[src/rtl/pic_pkg.sv]
// Shared constants and types for the 8259 interrupt scheduler.
// Included by the scheduler top and the priority resolver.
package pic_pkg;

    localparam logic [1:0] ST_IDLE = 2'd0;
    localparam logic [1:0] ST_PEND = 2'd1;
    localparam logic [1:0] ST_ACK1 = 2'd2;

    localparam logic [2:0] OCW2_ROT_CLR = 3'b000;
    localparam logic [2:0] OCW2_NS_EOI  = 3'b001;
    localparam logic [2:0] OCW2_NOP     = 3'b010;
    localparam logic [2:0] OCW2_SP_EOI  = 3'b011;
    localparam logic [2:0] OCW2_ROT_SET = 3'b100;
    localparam logic [2:0] OCW2_ROT_NS  = 3'b101;
    localparam logic [2:0] OCW2_SET_PRI = 3'b110;
    localparam logic [2:0] OCW2_ROT_SP  = 3'b111;

    localparam logic [2:0] LP_RESET    = 3'd7;
    localparam logic [2:0] SPURIOUS_IR = 3'd7;

    typedef struct packed {
        logic       valid;
        logic [2:0] idx;
    } win_t;

    // 0 = highest priority, 7 = lowest, relative to LP
    function automatic logic [2:0] prio_rank(
        input logic [2:0] idx,
        input logic [2:0] lp
    );
        return idx - lp - 3'd1;
    endfunction

endpackage

[src/rtl/pic_priority_resolver.sv]
// Rotating find-first: the bit after LP has highest priority,
// LP itself has the lowest.
module pic_priority_resolver
    import pic_pkg::*;
(
    input  logic [7:0] vec,
    input  logic [2:0] lp,
    output win_t       win
);

    logic [2:0] pos;

    always_comb begin
        win = '0;
        pos = '0;
        for (int i = 7; i >= 0; i--) begin
            pos = lp + 3'(i) + 3'd1;
            if (vec[pos]) begin
                win.valid = 1'b1;
                win.idx   = pos;
            end
        end
    end

endmodule

[src/rtl/pic_interrupt_scheduler.sv]
// 8259 IR capture, priority arbitration, INTA sequencing and
// OCW2 EOI/rotation handling.
module pic_interrupt_scheduler
    import pic_pkg::*;
#(
    parameter int SYNC_STAGES = 2
) (
    input  logic       CLK,
    input  logic       RST_,
    input  logic [7:0] IR,
    input  logic       LEVEL,
    input  logic [7:0] MASK,
    input  logic       AEOI,
    input  logic       OCW2_WR,
    input  logic [7:0] OCW2,
    input  logic       INTA_ACK,
    output logic       INT,
    output logic [2:0] IR_NUM,
    output logic [7:0] IRR,
    output logic [7:0] ISR,
    output logic [1:0] INTA_COUNT
);

    logic [7:0] sync_q [SYNC_STAGES];
    logic [7:0] ir_s, ir_d;
    logic [1:0] state;
    logic [2:0] lp;
    logic       rot_aeoi, spur_q;
    win_t       req_w, isr_w;

    logic [7:0] irr_next, ack_set, ack_clr;
    logic [7:0] eoi_clr, isr_top_bit;
    logic       lp_wr, rot_wr, rot_val;
    logic [2:0] lp_val;
    logic       ack1_hit, ack2_hit, aeoi_done, req_above;
    logic       unused_ocw2;

    assign ir_s        = sync_q[SYNC_STAGES-1];
    assign unused_ocw2 = ^OCW2[4:3];

    pic_priority_resolver u_req (
        .vec (IRR & ~MASK),
        .lp  (lp),
        .win (req_w)
    );

    pic_priority_resolver u_isr (
        .vec (ISR),
        .lp  (lp),
        .win (isr_w)
    );

    assign ack1_hit  = (state == ST_PEND) && INTA_ACK;
    assign ack2_hit  = (state == ST_ACK1) && INTA_ACK;
    assign aeoi_done = ack2_hit && AEOI && !spur_q;
    assign req_above = req_w.valid && (!isr_w.valid ||
        prio_rank(req_w.idx, lp) < prio_rank(isr_w.idx, lp));
    assign isr_top_bit = isr_w.valid ? (8'b1 << isr_w.idx) : 8'b0;

    always_comb begin
        ack_set = '0;
        if (ack1_hit && req_w.valid)
            ack_set = 8'b1 << req_w.idx;
        ack_clr = LEVEL ? 8'b0 : ack_set;
        // edge mode: a bit also drops if its synced line falls first
        irr_next = LEVEL ? ir_s
                 : ((IRR | (ir_s & ~ir_d)) & ir_s & ~ack_clr);
    end

    always_comb begin
        eoi_clr = aeoi_done ? (8'b1 << IR_NUM) : 8'b0;
        lp_wr   = 1'b0;
        lp_val  = lp;
        rot_wr  = 1'b0;
        rot_val = rot_aeoi;
        if (OCW2_WR) begin
            unique case (OCW2[7:5])
                OCW2_NS_EOI: eoi_clr = eoi_clr | isr_top_bit;
                OCW2_SP_EOI: eoi_clr = eoi_clr | (8'b1 << OCW2[2:0]);
                OCW2_ROT_NS: begin
                    eoi_clr = eoi_clr | isr_top_bit;
                    lp_wr   = isr_w.valid;
                    lp_val  = isr_w.idx;
                end
                OCW2_ROT_SP: begin
                    eoi_clr = eoi_clr | (8'b1 << OCW2[2:0]);
                    lp_wr   = 1'b1;
                    lp_val  = OCW2[2:0];
                end
                OCW2_SET_PRI: begin
                    lp_wr  = 1'b1;
                    lp_val = OCW2[2:0];
                end
                OCW2_ROT_SET: begin
                    rot_wr  = 1'b1;
                    rot_val = 1'b1;
                end
                OCW2_ROT_CLR: begin
                    rot_wr  = 1'b1;
                    rot_val = 1'b0;
                end
                OCW2_NOP: ;
                default: ;
            endcase
        end
    end

    always_ff @(posedge CLK or negedge RST_) begin
        if (!RST_) begin
            for (int i = 0; i < SYNC_STAGES; i++)
                sync_q[i] <= '0;
            ir_d <= '0;
        end else begin
            sync_q[0] <= IR;
            for (int i = 1; i < SYNC_STAGES; i++)
                sync_q[i] <= sync_q[i-1];
            ir_d <= ir_s;
        end
    end

    always_ff @(posedge CLK or negedge RST_) begin
        if (!RST_) begin
            IRR      <= '0;
            ISR      <= '0;
            lp       <= LP_RESET;
            rot_aeoi <= 1'b0;
        end else begin
            IRR <= irr_next;
            ISR <= (ISR & ~eoi_clr) | ack_set;
            if (lp_wr)
                lp <= lp_val;
            else if (aeoi_done && rot_aeoi)
                lp <= IR_NUM;
            if (rot_wr)
                rot_aeoi <= rot_val;
        end
    end

    always_ff @(posedge CLK or negedge RST_) begin
        if (!RST_) begin
            state      <= ST_IDLE;
            INT        <= 1'b0;
            IR_NUM     <= '0;
            INTA_COUNT <= '0;
            spur_q     <= 1'b0;
        end else begin
            unique case (state)
                ST_IDLE: if (req_above) begin
                    state <= ST_PEND;
                    INT   <= 1'b1;
                end
                ST_PEND: if (INTA_ACK) begin
                    IR_NUM <= req_w.valid ? req_w.idx
                                          : SPURIOUS_IR;
                    spur_q     <= !req_w.valid;
                    INT        <= 1'b0;
                    INTA_COUNT <= 2'd1;
                    state      <= ST_ACK1;
                end
                ST_ACK1: if (INTA_ACK) begin
                    INTA_COUNT <= 2'd2;
                    state      <= ST_IDLE;
                end
                default: state <= ST_IDLE;
            endcase
        end
    end

endmodule

[config.mk]
export PLATFORM = sky130hd
export DESIGN_NAME = pic_interrupt_scheduler
export DESIGN_NICKNAME = d
export VERILOG_FILES = /design/src/rtl/pic_pkg.sv /design/src/rtl/pic_priority_resolver.sv /design/src/rtl/pic_interrupt_scheduler.sv
export SDC_FILE = /design/constraint.sdc
export NUM_CORES = 1
export LEC_CHECK = 0
export ABC_AREA = 1
export CORE_UTILIZATION = 30
export CTS_BUF_LIST = sky130_fd_sc_hd__clkbuf_8
export DETAILED_ROUTE_END_ITERATION = 10
export GPL_ROUTABILITY_DRIVEN = 0
export MAX_ROUTING_LAYER = met4
export SYNTH_ARGS = -nofsm -noshare
export SYNTH_HDL_FRONTEND = slang
export SYNTH_SLANG_ARGS = --single-unit
[constraint.sdc]
create_clock -name CLK -period 5.55 [get_ports CLK]
set_input_delay 1.11 -clock CLK [delete_from_list [all_inputs] [get_ports CLK]]
set_output_delay 1.11 -clock CLK [all_outputs]
set_load 0.01 [all_outputs]
==> results of run 1 <==
## cells in the final DEF (no fill, tap or decap), types with 2 or more instances in the layout
master           instances
o21ai_0                  8
xor2_1                   3
a21boi_0                 8
inv_2                    3
buf_4                    6
o21a_1                  10
o211ai_2                 2
ha_1                     7
nand4_1                  2
clkinv_1                 2
a31oi_1                  2
nor2_1                  23
nand3_1                 81
nor2_2                   3
fa_1                     2
clkbuf_8                 6
a21oi_1                 19
clkdlybuf4s50_1         48
inv_1                   72
nand2_2                  8
nand2_1                218
xnor2_1                  2
a22oi_1                  2
o22ai_1                  3
o21bai_1                 4
dfrtp_1                 50
dfstp_2                  3
o211ai_1                 3
## path summary, 6_finish.rpt
check | startpoint | slack [ns] | depth (start not counted) | endpoint
worst min-delay path | sync_q[12]$_DFF_PN0_ | 0.36 | 0 | ir_s[4]$_DFF_PN0_
worst max register to register | lp[0]$_DFFE_PN1P_ | 1.11 | 24 | INT$_DFFE_PN0P_
worst min register to register | sync_q[12]$_DFF_PN0_ | 0.36 | 0 | ir_s[4]$_DFF_PN0_
max in group asynchronous | RST_ | 4.20 | 2 | sync_q[8]$_DFF_PN0_
worst max-delay path | MASK[2] | 0.87 | 24 | INT$_DFFE_PN0P_
min in group asynchronous | RST_ | 0.88 | 2 | INT$_DFFE_PN0P_
## cell type report
| cell class | instances | share of cell area (%) |
|---|---|---|
| clock buffers | 6 | 1.82 |
| clock inverters | 2 | 0.359 |
| inverters | 78 | 6.52 |
| multi-input cells | 420 | 45.6 |
| flip-flops and latches | 53 | 29.4 |
| well taps | 168 | 4.64 |
| repair buffers | 55 | 11.7 |
## flip-flops by register name (all words and copies together) (netlist names)
| name | flops |
|---|---|
| INT | 1 |
| INTA_COUNT | 2 |
| IRR | 8 |
| IR_NUM | 3 |
| ISR | 8 |
| ir_d | 8 |
| ir_s | 8 |
| lp | 3 |
| rot_aeoi | 1 |
| spur_q | 1 |
| state | 2 |
| sync_q | 8 |
## routing by layer
layer / vias to the layer above / share of wire [%] / GRT usage [%]
met5: - / 0 / -
met4: 0 / 1.7 / 6.23
met3: 16 / 4.3 / 1.80
met2: 117 / 48 / 28.1
met1: 1740 / 46 / 21.8
li1: 1891 / - / -
## cells by family (layout without fill, tap and decap cells)
logic type / Yosys count / after routing / synth area share, %
flops: 53 / 53 / 35.2
fa+ha+maj: 9 / 9 / 3.38
xor+xnor: 7 / 7 / 2.32
buf+inv: 89 / 141 / 10.1
compound gates: 64 / 64 / 11.0
simple gates: 340 / 340 / 37.9
## through the flow
step	std cells	area [um2]	hold WS (ns)	setup WS, ns
after floorplan	562	3780	0.331	1.30
final	782	4530	0.357	0.872
after detailed placement	774	4430	0.336	0.564
after CTS	782	4530	0.358	0.888
after global placement	774	4430	0.332	0.579
after global routing	782	4530	0.363	0.523
==> flow_metrics.tcl, run 1 <==
set metrics [dict create \
    status "finished, final reports clean" \
    die_area_mm2 0.0130 \
    ant_nets 0 \
    antenna_found_initial 0 \
    final_util_pct 37.2 \
    start_util_pct 31.0 \
    grt_usage_pct 17.1 \
    io_pins 52 \
    routed_wirelength_um 10300 \
    drive_above_1_share_pct 6.51 \
    cts_setup_buffers 0 \
    numClockSinks 53 \
    arrival_ns 4.94 \
    ys.warnings.count 0 \
    max_slew_margin_pct 55.6 \
    die_y_um 114 \
    rsz0062_at_grt "no" \
    drc_errors 0 \
    min_period_over_period_pct 84.3 \
    via_per_inst 4.81 \
    cp_common_cell "nand2_1" \
    synth_common_cells "nand2_1 (218), nand3_1 (81), inv_1 (72), dfrtp_1 (50), nor2_1 (23)" \
    netlist_top_cells_area "dfrtp_1 (33%), nand2_1 (22%), nand3_1 (11%), inv_1 (7.2%), a21oi_1 (2.5%)" \
    finalHoldViolations 0 \
    synth_top_area_share_pct 33.1 \
    multiInputGateArea_mm2 0.00206 \
    grt_pass1_wl_um 17200 \
    ctsResizeCount 0 \
    dr.pass1.iters 5 \
    grt_max_degree 54 \
    maxSlewViolCount 0 \
    tns_ns 0 \
    path_max_fanout 6 \
    cts_buffer_depth 2 \
    async_flop_share_pct 100 \
    dp_hpwl_um 8100 \
    slowest_delay_ns 0.52 \
    path_buf_inv 4 \
    crit_type "in2reg" \
    yosysTopAreaCell "dfrtp_1" \
    ys_seq_area_share_pct 35.2 \
    vias 3764 \
    port-buffer-count 49 \
    post_drt_wl_per_cell_um 13.2 \
    n_antenna_cell 0 \
    seqCellArea_mm2 0.00133 \
    cts_made_buffers 5 \
    grt-ovfl-total 0 \
    worstSetupEndpointType "register" \
    cts-root-buf "clkbuf_8" \
    cp_top_family "simple AND/OR/NAND/NOR gates" \
    cp_data_required_time_ns 5.82 \
    cts_hold_buf 0 \
    path_cells "clkdlybuf4s50_1 > inv_1 > nand2_1 > o21ai_0 > inv_1 > nand2_1 > nand3_1 > nand2_1 > inv_1 > nand2_1 > nand2_1 > nand2_1 > nand2_1 > nand2_1 > nand2_2 > ha_1 > fa_1 > xnor2_1 > xor2_1 > ha_1 > a21oi_1 > a21oi_1 > or4_1 > nand2_1" \
    critical_path.slowest_cell "or4_1" \
    synth_cells 562 \
    syn-cell-area_mm2 0.00378 \
    nets 652 \
    fillers 1278 \
    max_slew.worst_pin.slew_ns 0.667 \
    ys.flop_type "dfrtp_1" \
    syn-num-nets 601 \
    yosysMostFrequentCell "nand2_1" \
    fmaxAchievable_mhz 214 \
    cts_tree "built" \
    drv_cap 0 \
    first_global_vias 3634 \
    fin_skew_ns 0.00915 \
    clk_latency_ns 0.32 \
    num_rows 40 \
    clk_pin_slew_ns 0.10 \
    startpoint_type "input pin" \
    htree_levels 2 \
    drtIter0Drc 157 \
    synth_area_per_cell_um2 6.72 \
    area_delta_synth_final_pct 19.9 \
    synth-edff-count 0 \
    die_w_um 114 \
    period_needed_ns 4.68 \
    coreArea_mm2 0.0122 \
    min_path_type "reg2reg" \
    synth_cell_types 40 \
    setup-violations-final 0 \
    synth-seq-cells 53 \
]
Power of run 1 is not shown: default switching activity piles up to over one toggle a cycle in this logic, so the estimate is an artifact.
==> run 2: changes to the inputs <==
==> constraint.sdc (replaced) <==
create_clock -name CLK -period 4.33 [get_ports CLK]
set_input_delay 0.866 -clock CLK [delete_from_list [all_inputs] [get_ports CLK]]
set_output_delay 0.866 -clock CLK [all_outputs]
set_load 0.01 [all_outputs]
==> flow_metrics.tcl, run 2 (synthesis gave the netlist of run 1 again) <==
set metrics [dict create \
    status "finished, final reports clean" \
    crit_type "in2reg" \
    drtIter0Drc 216 \
    fmaxAchievable_mhz 246 \
    die_y_um 114 \
    vias 3886 \
    grt_max_degree 30 \
    layoutNonFillerInstCount 820 \
    via_per_inst 4.74 \
    num_rows 40 \
    first_global_vias 3665 \
    min_period_over_period_pct 93.8 \
    grt_use_met2_pct 28.3 \
    setup-violations-final 0 \
    cts_buffer_depth 2 \
    cts_made_buffers 5 \
    grt_usage_pct 17.4 \
    die_area_mm2 0.0130 \
    post_drt_wl_per_cell_um 12.9 \
    rr_worst_depth 24 \
    port-buffer-count 49 \
    cp_data_required_time_ns 4.58 \
    mostFrequentLayoutCell "nand2_1" \
    dpl.cell_count 809 \
    fin_skew_ns 0.00347 \
    met3_usage_pct 1.75 \
    drc_errors 0 \
    path_max_fanout 3 \
    ant_nets 0 \
    place_ws_ns -0.252 \
    numClockSinks 53 \
    routed_wirelength_um 10600 \
    cts-root-buf "clkbuf_8" \
    period_needed_ns 4.06 \
    io_pins 52 \
    area_delta_synth_final_pct 31.9 \
    nets 690 \
    die_w_um 114 \
    cts_tree "built" \
    start_util_pct 31.0 \
    finalHoldViolations 0 \
    final_util_pct 40.9 \
    dp_hpwl_um 8350 \
    max_slew.worst_pin.slew_ns 0.568 \
    clk_latency_ns 0.30 \
    grt-ovfl-total 0 \
    maxSlewViolCount 0 \
    htree_levels 2 \
    r2r_setup_slack_ns 0.29 \
    clk_pin_slew_ns 0.10 \
    mostFrequentLayoutCells "nand2_1 (204), nand3_1 (71), inv_1 (70)" \
    worstSetupEndpointType "register" \
    min_path_cells 0 \
    dr.pass1.iters 4 \
    arrival_ns 4.31 \
    n_antenna_cell 0 \
    grt_pass1_wl_um 17400 \
    timing.final.ws_setup_ns 0.268 \
    antenna_found_initial 0 \
    grt.busiest_layer "met2" \
    coreArea_mm2 0.0122 \
    drv_cap 0 \
    grtUsageMet1_pct 22.6 \
    max_slew_margin_pct 62.1 \
    drive_above_1_share_pct 17.9 \
    min_path_type "reg2reg" \
    startpoint_type "input pin" \
]
-- run 2: cell types whose count changed in the layout (fill, tap and decap cells not counted), moves of 3 or more --
cell,delta
a21oi_2,+3
nand2_1,-14
nand3_1,-10
a21oi_1,-3
nand2_2,+14
nand3_2,+9
buf_4,+36
-- run 2: routing by layer --
metal  vias to the layer above  wire [um]
li1                       1966          -
met1                      1764       4860
met2                       131       4950
met3                        25        522
met4                         0        267
met5                         -          0
-- run 2: area by class of cell --
type                       count  area (um2)
fill                        1261        7180
tap                          168         210
clock buffer                   6        82.6
timing repair buffer          93         832
sequential                    53        1330
multi-input combinational    420        2210
inverter                      78         299
clock inverter                 2        17.5
-- run 2: timing repair --
action,CTS,global route
gates resized for setup,1,42
pin swaps,0,13
hold buffers,0,0
setup buffers,2,1
endpoints found under the setup margin,1,2
-- run 2: worst paths after layout --
kind,start,to
max,MASK[3],INT$_DFFE_PN0P_
min,sync_q[10]$_DFF_PN0_,ir_s[2]$_DFF_PN0_
max reg2reg,lp[0]$_DFFE_PN1P_,INT$_DFFE_PN0P_
min reg2reg,sync_q[10]$_DFF_PN0_,ir_s[2]$_DFF_PN0_
max in group asynchronous,RST_,ir_d[0]$_DFF_PN0_
min in group asynchronous,RST_,INT$_DFFE_PN0P_
-- run 2: metrics by stage --
stage	hold WS [ns]	TNS [ns]	cell area, um2
floorplan	0.331	0	3780
global placement	0.333	-0.389	4700
detailed placement	0.336	-0.483	4700
CTS	0.361	0	4820
global route	0.367	-0.00894	4980
finish	0.357	0	4980
-- run 2: worst max-delay path, stage by stage --
cell and delay [ns]:
clkdlybuf4s50_1 0.45, inv_1 0.05, nand3_1 0.07, o21ai_2 0.06, buf_4 0.14, inv_1 0.08
nand2_2 0.07, nand3_2 0.07, nand2_2 0.07, nand2_1 0.07, nand2_1 0.04, nand2_1 0.05
nand2_1 0.04, nand2_1 0.05, nand2_1 0.05, nand2_1 0.06, nand2_2 0.08, ha_2 0.18
fa_2 0.35, xnor2_2 0.15, xor2_1 0.17, ha_1 0.31, a21oi_2 0.15, a21oi_2 0.07
or4_4 0.50, nand2_2 0.07
Power of run 2 is left out for the same reason.
